<file path="src/rtl/rng_request_arbiter_if.sv">
// Client and generator signals of the shared-RNG arbiter.
// RNG_ARB_NIBBLE_EN adds the per-requester nibble-select and 4-bit generator nibble.
interface rng_request_arbiter_if #(
  parameter int NUM_REQ = 4,
  parameter int DATA_W  = 16
);
  logic [NUM_REQ-1:0] req;
  logic [NUM_REQ-1:0] gnt;
  logic [NUM_REQ-1:0] rsp_valid;
  logic [DATA_W-1:0]  rsp_data;
  logic               rsp_err;
  logic               busy;
  logic               en_rng;
  logic               rng_done;
  logic [DATA_W-1:0]  rng_data;
`ifdef RNG_ARB_NIBBLE_EN
  logic [NUM_REQ-1:0] req_nib;
  logic [3:0]         rng_nib;

  modport master (
    input  req, rng_done, rng_data, req_nib, rng_nib,
    output gnt, rsp_valid, rsp_data, rsp_err, busy, en_rng
  );
  modport slave (
    output req, rng_done, rng_data, req_nib, rng_nib,
    input  gnt, rsp_valid, rsp_data, rsp_err, busy, en_rng
  );
`else
  modport master (
    input  req, rng_done, rng_data,
    output gnt, rsp_valid, rsp_data, rsp_err, busy, en_rng
  );
  modport slave (
    output req, rng_done, rng_data,
    input  gnt, rsp_valid, rsp_data, rsp_err, busy, en_rng
  );
`endif
endinterface

</file>
<file path="src/rtl/rng_request_arbiter.sv">
// Round-robin arbiter sharing one random generator among NUM_REQ clients, with a WAIT timeout.
// Optional feature macro: RNG_ARB_NIBBLE_EN (return only the generator nibble on request).
module rng_request_arbiter #(
  parameter int NUM_REQ = 4,
  parameter int DATA_W  = 16,
  parameter int TIMEOUT = 15
) (
  input logic                   clock,
  input logic                   nrst,
  rng_request_arbiter_if.master bus
);
  localparam int IDX_W = $clog2(NUM_REQ);
  localparam int CNT_W = 8;

  typedef enum logic [1:0] {IDLE, START, WAIT, RESP} state_t;

  state_t             state, state_nxt;
  logic [IDX_W-1:0]   rr_ptr, winner, pick;
  logic               pick_vld;
  logic [CNT_W-1:0]   wait_cnt;
  logic               wait_hit;
  logic [DATA_W-1:0]  rsp_data_q, rng_word;
  logic               rsp_err_q;
  logic [NUM_REQ-1:0] onehot;

  function automatic logic [IDX_W-1:0] wrap_add(input logic [IDX_W-1:0] base, input int off);
    int s;
    s = int'(base) + off;
    if (s >= NUM_REQ) s = s - NUM_REQ;
    return IDX_W'(s);
  endfunction

  // Scan from the farthest offset down so the nearest set bit at/after rr_ptr wins.
  always_comb begin
    pick     = rr_ptr;
    pick_vld = 1'b0;
    for (int i = NUM_REQ - 1; i >= 0; i--) begin
      if (bus.req[wrap_add(rr_ptr, i)]) begin
        pick     = wrap_add(rr_ptr, i);
        pick_vld = 1'b1;
      end
    end
  end

  // wait_cnt holds the number of the current WAIT cycle (1..TIMEOUT).
  assign wait_hit = (wait_cnt == CNT_W'(TIMEOUT));

  always_ff @(posedge clock or negedge nrst) begin
    if (!nrst) state <= IDLE;
    else       state <= state_nxt;
  end

  always_comb begin
    state_nxt = state;
    unique case (state)
      IDLE:    if (pick_vld) state_nxt = START;
      START:   state_nxt = WAIT;
      WAIT:    if (bus.rng_done || wait_hit) state_nxt = RESP;
      RESP:    state_nxt = IDLE;
      default: state_nxt = IDLE;
    endcase
  end

`ifdef RNG_ARB_NIBBLE_EN
  logic nib_sel;

  always_ff @(posedge clock or negedge nrst) begin
    if (!nrst)                           nib_sel <= 1'b0;
    else if (state == IDLE && pick_vld)  nib_sel <= bus.req_nib[pick];
  end

  assign rng_word = nib_sel ? {{(DATA_W-4){1'b0}}, bus.rng_nib} : bus.rng_data;
`else
  assign rng_word = bus.rng_data;
`endif

  // Done is checked before the timeout so a same-cycle done still returns data.
  always_ff @(posedge clock or negedge nrst) begin
    if (!nrst) begin
      rr_ptr     <= '0;
      winner     <= '0;
      wait_cnt   <= '0;
      rsp_data_q <= '0;
      rsp_err_q  <= 1'b0;
    end else begin
      case (state)
        IDLE:  if (pick_vld) winner <= pick;
        START: wait_cnt <= CNT_W'(1);
        WAIT: begin
          if (bus.rng_done) begin
            rsp_data_q <= rng_word;
            rsp_err_q  <= 1'b0;
          end else if (wait_hit) begin
            rsp_data_q <= '0;
            rsp_err_q  <= 1'b1;
          end else begin
            wait_cnt <= wait_cnt + CNT_W'(1);
          end
        end
        RESP:    rr_ptr <= wrap_add(winner, 1);
        default: ;
      endcase
    end
  end

  assign onehot        = NUM_REQ'(1) << winner;
  assign bus.gnt       = (state != IDLE) ? onehot : '0;
  assign bus.rsp_valid = (state == RESP) ? onehot : '0;
  assign bus.en_rng    = (state == START);
  assign bus.busy      = (state != IDLE);
  assign bus.rsp_data  = rsp_data_q;
  assign bus.rsp_err   = rsp_err_q;
endmodule
</file>
<file path="src/flat_wrapper.sv">
// flat-port wrapper written by rule: the top's interface ports become plain ports
module rng_request_arbiter_flat 
#(
  parameter int NUM_REQ = 4,
  parameter int DATA_W  = 16,
  parameter int TIMEOUT = 15
)
  (clock, nrst, bus_req, bus_rng_done, bus_rng_data, bus_gnt, bus_rsp_valid, bus_rsp_data, bus_rsp_err, bus_busy, bus_en_rng);
  rng_request_arbiter_if #(.NUM_REQ(NUM_REQ), .DATA_W(DATA_W)) bus_i ();
  input logic clock;
  input logic nrst;
  input wire logic [$bits(bus_i.req)-1:0] bus_req;
  input wire logic [$bits(bus_i.rng_done)-1:0] bus_rng_done;
  input wire logic [$bits(bus_i.rng_data)-1:0] bus_rng_data;
  output wire logic [$bits(bus_i.gnt)-1:0] bus_gnt;
  output wire logic [$bits(bus_i.rsp_valid)-1:0] bus_rsp_valid;
  output wire logic [$bits(bus_i.rsp_data)-1:0] bus_rsp_data;
  output wire logic [$bits(bus_i.rsp_err)-1:0] bus_rsp_err;
  output wire logic [$bits(bus_i.busy)-1:0] bus_busy;
  output wire logic [$bits(bus_i.en_rng)-1:0] bus_en_rng;
  assign bus_i.req = bus_req;
  assign bus_i.rng_done = bus_rng_done;
  assign bus_i.rng_data = bus_rng_data;
  assign bus_gnt = bus_i.gnt;
  assign bus_rsp_valid = bus_i.rsp_valid;
  assign bus_rsp_data = bus_i.rsp_data;
  assign bus_rsp_err = bus_i.rsp_err;
  assign bus_busy = bus_i.busy;
  assign bus_en_rng = bus_i.en_rng;
  rng_request_arbiter #(.NUM_REQ(NUM_REQ), .DATA_W(DATA_W), .TIMEOUT(TIMEOUT)) u_core (.clock(clock), .nrst(nrst), .bus(bus_i));
endmodule
</file>
<file path="config.mk">
export PLATFORM = sky130hd
export DESIGN_NAME = rng_request_arbiter_flat
export DESIGN_NICKNAME = d
export VERILOG_FILES = /design/src/rtl/rng_request_arbiter_if.sv /design/src/rtl/rng_request_arbiter.sv /design/src/flat_wrapper.sv
export SDC_FILE = /design/constraint.sdc
export NUM_CORES = 1
export LEC_CHECK = 0
export ABC_CLOCK_PERIOD_IN_PS = 3420
export CORE_UTILIZATION = 48
export CTS_CLUSTER_SIZE = 16
export DETAILED_ROUTE_END_ITERATION = 10
export GPL_ROUTABILITY_DRIVEN = 0
export GPL_TIMING_DRIVEN = 0
export PLACE_DENSITY = 0.85
export SKIP_LAST_GASP = 1
export SLEW_MARGIN = 30
export SYNTH_ARGS = -nofsm -noshare
export SYNTH_HDL_FRONTEND = slang
export SYNTH_SLANG_ARGS = --single-unit
</file>
<file path="constraint.sdc">
create_clock -name clock -period 3.42 [get_ports clock]
set_clock_uncertainty 0.1 [all_clocks]
set_input_delay 0.342 -clock clock [delete_from_list [all_inputs] [get_ports clock]]
set_output_delay 0.342 -clock clock [all_outputs]
set_load 0.005 [all_outputs]
</file>
# == Word level (Yosys, flattened, before mapping) ==
# Cells that the tools add are included.
# classes
addsub,10
order_cmp,9
eq_ne,8
n_shift,1
mux,33
reduce_logical,9
# op_table
operator,count
16-bit 2-to-1 mux,2
2-bit 2-to-1 mux,11
8-bit 2-to-1 mux,2
8-bit case mux with 2 select lines,1
3-bit greater-or-equal comparator (second input constant),4
2-bit by 3-bit less-than comparator with 1-bit output (second input constant),4
1-bit 2-to-1 mux,10
2-bit by 1-bit subtractor with 2-bit output (second input constant),5
8-bit by 1-bit adder with 8-bit output (second input constant),1
1-bit binary-select mux with 2-bit select,4
8-bit by 4-bit == test with 1-bit output (second input constant),1
4-bit 2-to-1 mux,2
2-bit case mux with 4 select lines,1
2-bit by 1-bit adder with 3-bit output (second input constant),2
2-bit by 2-bit adder with 3-bit output (second input constant),2
2-bit AND reduction,3
2-bit nonzero test,3
2-bit == test (second input constant),2
2-bit by 1-bit != test with 1-bit output (second input constant),2
2-bit != test (second input constant),2
1-bit by 2-bit << shifter with 4-bit output (first input constant),1
2-bit by 3-bit greater-or-equal comparator with 1-bit output (second input constant),1
3-bit AND reduction,1
2-bit by 1-bit == test with 1-bit output (second input constant),1
2 further kinds,2
# word_totals
ff_bits,31
out_inout_bits,27

# == Logic depth before layout (Yosys ltp) ==
# depth
depth_word,11
ltp_mapped,6
depth_no_buf,6

# == Worst setup path after synthesis ==
# No wires, ideal clock.
# synth_timing
path_type,reg2reg
start,reg u_core.state[0]
end,reg u_core.wait_cnt[7]
setup_time_ps,77
arrival_time_ps,1760
t_required_ps,3243
path_slack_ps,1482
path_stages_with_launch,7
path_buffers,0
period_less_slack_ps,1938
cell_sequence,dfrtp_1 -> inv_1 -> ha_1 -> nand2b_1 -> a32o_1 -> or4_1 -> a21oi_1
# synth_via
elab_chain_len,3
# synth_lines
element,line,rtl
start: declaration,rng_request_arbiter.sv:17,"state_t state, state_nxt;"
start signal: assignment,rng_request_arbiter.sv:50,else state <= state_nxt;
2-bit == test or 2-bit by 1-bit == test with 1-bit output (tied branches),rng_request_arbiter.sv:86,case (state)
2-bit != test (no line) or 2-bit nonzero test (tied branches),n/a,
3-bit AND reduction (no line),n/a,
end signal: assignment,rng_request_arbiter.sv:97,wait_cnt <= wait_cnt + CNT_W'(1);
end: declaration,rng_request_arbiter.sv:20,logic [CNT_W-1:0] wait_cnt;
# Parallel ways exist; a longest one is shown, timed or not.
# A chain may end at the register's enable or synchronous reset.

# == Worst setup path after layout ==
# layout_timing
start,reg u_core.state[0]
end,out bus_gnt[0]
# layout_via
elab_chain_len,2
# layout_lines
element,line,rtl
2-bit nonzero test,rng_request_arbiter.sv:107,assign bus.gnt = (state != IDLE) ? onehot : '0;
4-bit 2-to-1 mux,rng_request_arbiter.sv:107,
end: declaration,flat_wrapper.sv:15,output wire logic [$bits(bus_i.gnt)-1:0] bus_gnt;
# No other way between the ends.

==> flow_metrics.py <==
metrics = {
    "yosys": {
        "synth_nets": 168,
        "netlist_instances": 136,
        "syn_area_um2": 1500,
        "synth-seq-cells": 31,
        "synthTopCellsByCount": "31 x dfrtp_1, 17 x a22o_1, 9 x a21oi_1, 9 x ha_1",
        "seq_area_frac_synth_pct": 51.7,
        "synth_edf_count": 0,
        "synth_top_area_share_pct": 51.7,
        "ys.flop_type": "dfrtp_1",
        "async_flop_share_pct": 100,
        "synth_most_common_cell": "dfrtp_1",
        "syn_area_per_cell_um2": 11.0,
        "synth.distinct_cells": 32,
        "synthTopCellsByArea": "dfrtp_1 52%, a22o_1 9.9%, ha_1 7.5%",
        "yosys_warnings": 0,
        "yosys.area.top_type": "dfrtp_1",
    },
    "die": {
        "fp.dieW_um": 57.9,
        "die_h_um": 57.9,
        "initial_core_util_pct": 52.6,
        "io_pins": 50,
        "coreArea_um2": 2850,
        "dieArea_um2": 3350,
        "std_cell_rows": 19,
    },
    "sta": {
        "fmax_ghz": 0.445,
        "finalSetupViolCount": 0,
        "slew_violations": 0,
        "max-slew-margin-rel_pct": 55.5,
        "fin_crit_ns": 2.25,
        "worstMarginPinSlew_ns": 0.668,
        "hold_viol_final": 0,
        "rsz0062_at_grt": "false",
        "period_share_pct": 65.7,
        "tns_ns": 0,
    },
    "clocking": {
        "clk_pin_slew_ns": 0.09,
        "cts_hold_buf": 1,
        "cts_tree": "done",
        "cts_setup_buffers": 0,
        "clockBufferDepth": 2,
        "cts-root-buf": "clkbuf_4",
        "numClockSinks": 31,
        "cts_buffers": 5,
        "cts.repair.resized": 0,
        "cts.htree.levels": 2,
        "worstSkewPairLatency_ns": 0.32,
    },
    "final_layout": {
        "final_area_um2": 2090,
        "area_delta_synth_final_pct": 39.4,
        "nets": 225,
        "antenna_cells": 0,
        "layout-drive-gt1-share_pct": 6.22,
    },
    "setup_path": {
        "worstSetupStartpointType": "flop",
        "cp_max_fo": 9,
        "worstSetupPathType": "flop to output port",
        "crit_arrival_ns": 1.80,
        "timing.rr.start": "u_core.state[0]",
        "r2r_slack_ns": 1.22,
        "required_ns": 2.98,
        "end_kind": "output port",
        "startpoint": "u_core.state[0]",
    },
    "routing": {
        "routedWlPerCell_um": 15.4,
        "remaining_drc_errors": 3,
        "drt_iter0_markers": 70,
        "firstDrtPassIters": 7,
        "routed_via_density": 5.75,
        "drt-total-wl_um": 3440,
        "via_count": 1287,
        "ant_nets": 0,
    },
    "min_path": {
        "worstHoldPathType": "flop to flop",
        "worstHoldStart": "u_core.bus.rsp_data[0]",
    },
    "placement": {
        "port_buffers": 49,
        "dpl_cell_area_um2": 2020,
        "place_hpwl_um": 2610,
    },
    "power_and_ir_drop": {
        "switchingPower_uw": 549,
        "p_clk_share_pct": 13.2,
        "p_leak_nw": 0.949,
        "switching_share_pct": 34.0,
        "power.density_nw_per_um2": 773,
        "seq_power_share_pct": 38.6,
        "internal-power_mw": 1.07,
        "vdd_ir_drop_max_mv": 0.524,
        "combPwrFrac_pct": 48.3,
    },
    "global_routing": {
        "grt_pass1_vias": 1283,
        "grt_start_max_net_pins": 32,
        "grt_pass1_wl_um": 5730,
        "track_usage_pct": 22.8,
        "gr-total-overflow": 0,
        "antenna_found_initial": 0,
    },
    "job": {
        "maxCapViolCount": 0,
    },
    "status": {
        "violations": "design-rule violations",
        "status": "finished with violations",
    },
}
cell families (layout without fill, tap and decap cells):
family	after synthesis	in the layout	synth area share, %
xor+xnor	2	2	1.17
buf+inv	10	67	2.59
simple gates	39	39	14.8
fa+ha+maj	9	9	7.51
flops	31	31	51.7
mux	3	3	2.17
compound gates	42	42	20.0
power groups by stage:
stage | clock (mW) | combinational [mW] | sequential, mW
floorplan | 0 | 0.394 | 0.614
global placement | 0 | 0.756 | 0.619
detailed placement | 0 | 0.784 | 0.628
CTS | 0.220 | 0.788 | 0.623
global route | 0.236 | 0.861 | 0.639
finish | 0.213 | 0.780 | 0.624
layout by cell type, fill, tap and decap left out, types with 6 or more instances in the layout:
| cell | instances |
|---|---|
| clkdlybuf4s50_1 | 48 |
| a21oi_1 | 9 |
| a22o_1 | 17 |
| inv_1 | 7 |
| and2_1 | 6 |
| nand2_1 | 7 |
| dfrtp_1 | 31 |
| o21ai_0 | 6 |
| nor2b_1 | 6 |
| ha_1 | 9 |
worst paths after layout:
check	end	depth (start not counted)
worst max register to register	u_core.wait_cnt[7]	6
worst min register to register	u_core.bus.rsp_data[0]	1
worst max-delay path	bus_gnt[0]	4
max in group asynchronous	u_core.rr_ptr[0]	2
worst min-delay path	u_core.bus.rsp_data[0]	1
min in group asynchronous	u_core.wait_cnt[7]	2
cell type report:
cell class	count	area (µm²)
plain buffers	3	12.5
clock buffers	6	51.3
clock inverters	1	5.00
fillers	213	762
inverters	7	26.3
multi-input cells	95	686
flip-flops and latches	31	776
well taps	31	38.8
repair buffers	50	495
per-stage QoR:
stage,hold WS (ns),power (mW),utilization [%],setup slack (ns),instances
after floorplan,-0.0536,1.01,-,1.48,136
after global placement,0.382,1.37,71.1,1.26,216
after detailed placement,0.322,1.41,71.0,1.23,216
after CTS,0.410,1.63,73.3,1.16,224
after global routing,0.423,1.74,73.3,1.06,224
final,0.407,1.62,73.3,1.17,224
flip-flops by register name, indices dropped and copies added, names as in the netlist:
| register | count |
|---|---|
| u_core.bus.rsp_data | 16 |
| u_core.wait_cnt | 8 |
| u_core.rr_ptr | 2 |
| u_core.state | 2 |
| u_core.winner | 2 |
| u_core.bus.rsp_err | 1 |
critical path, cell delays in order (launching register included):
cell,delay [ns]
dfrtp_1,0.41
inv_1,0.09
ha_1,0.32
nor2b_1,0.16
clkdlybuf4s50_1,0.51
per-layer routing:
layer  up-vias  track usage [%]  share of wire [%]
met2        30             40.9                 53
met4         0             7.14                1.4
li1        612                -                  -
met1       638             26.3                 42
met3         7             6.47                4.2
met5         -                0                  0
Power figures use the tool's default switching activity.
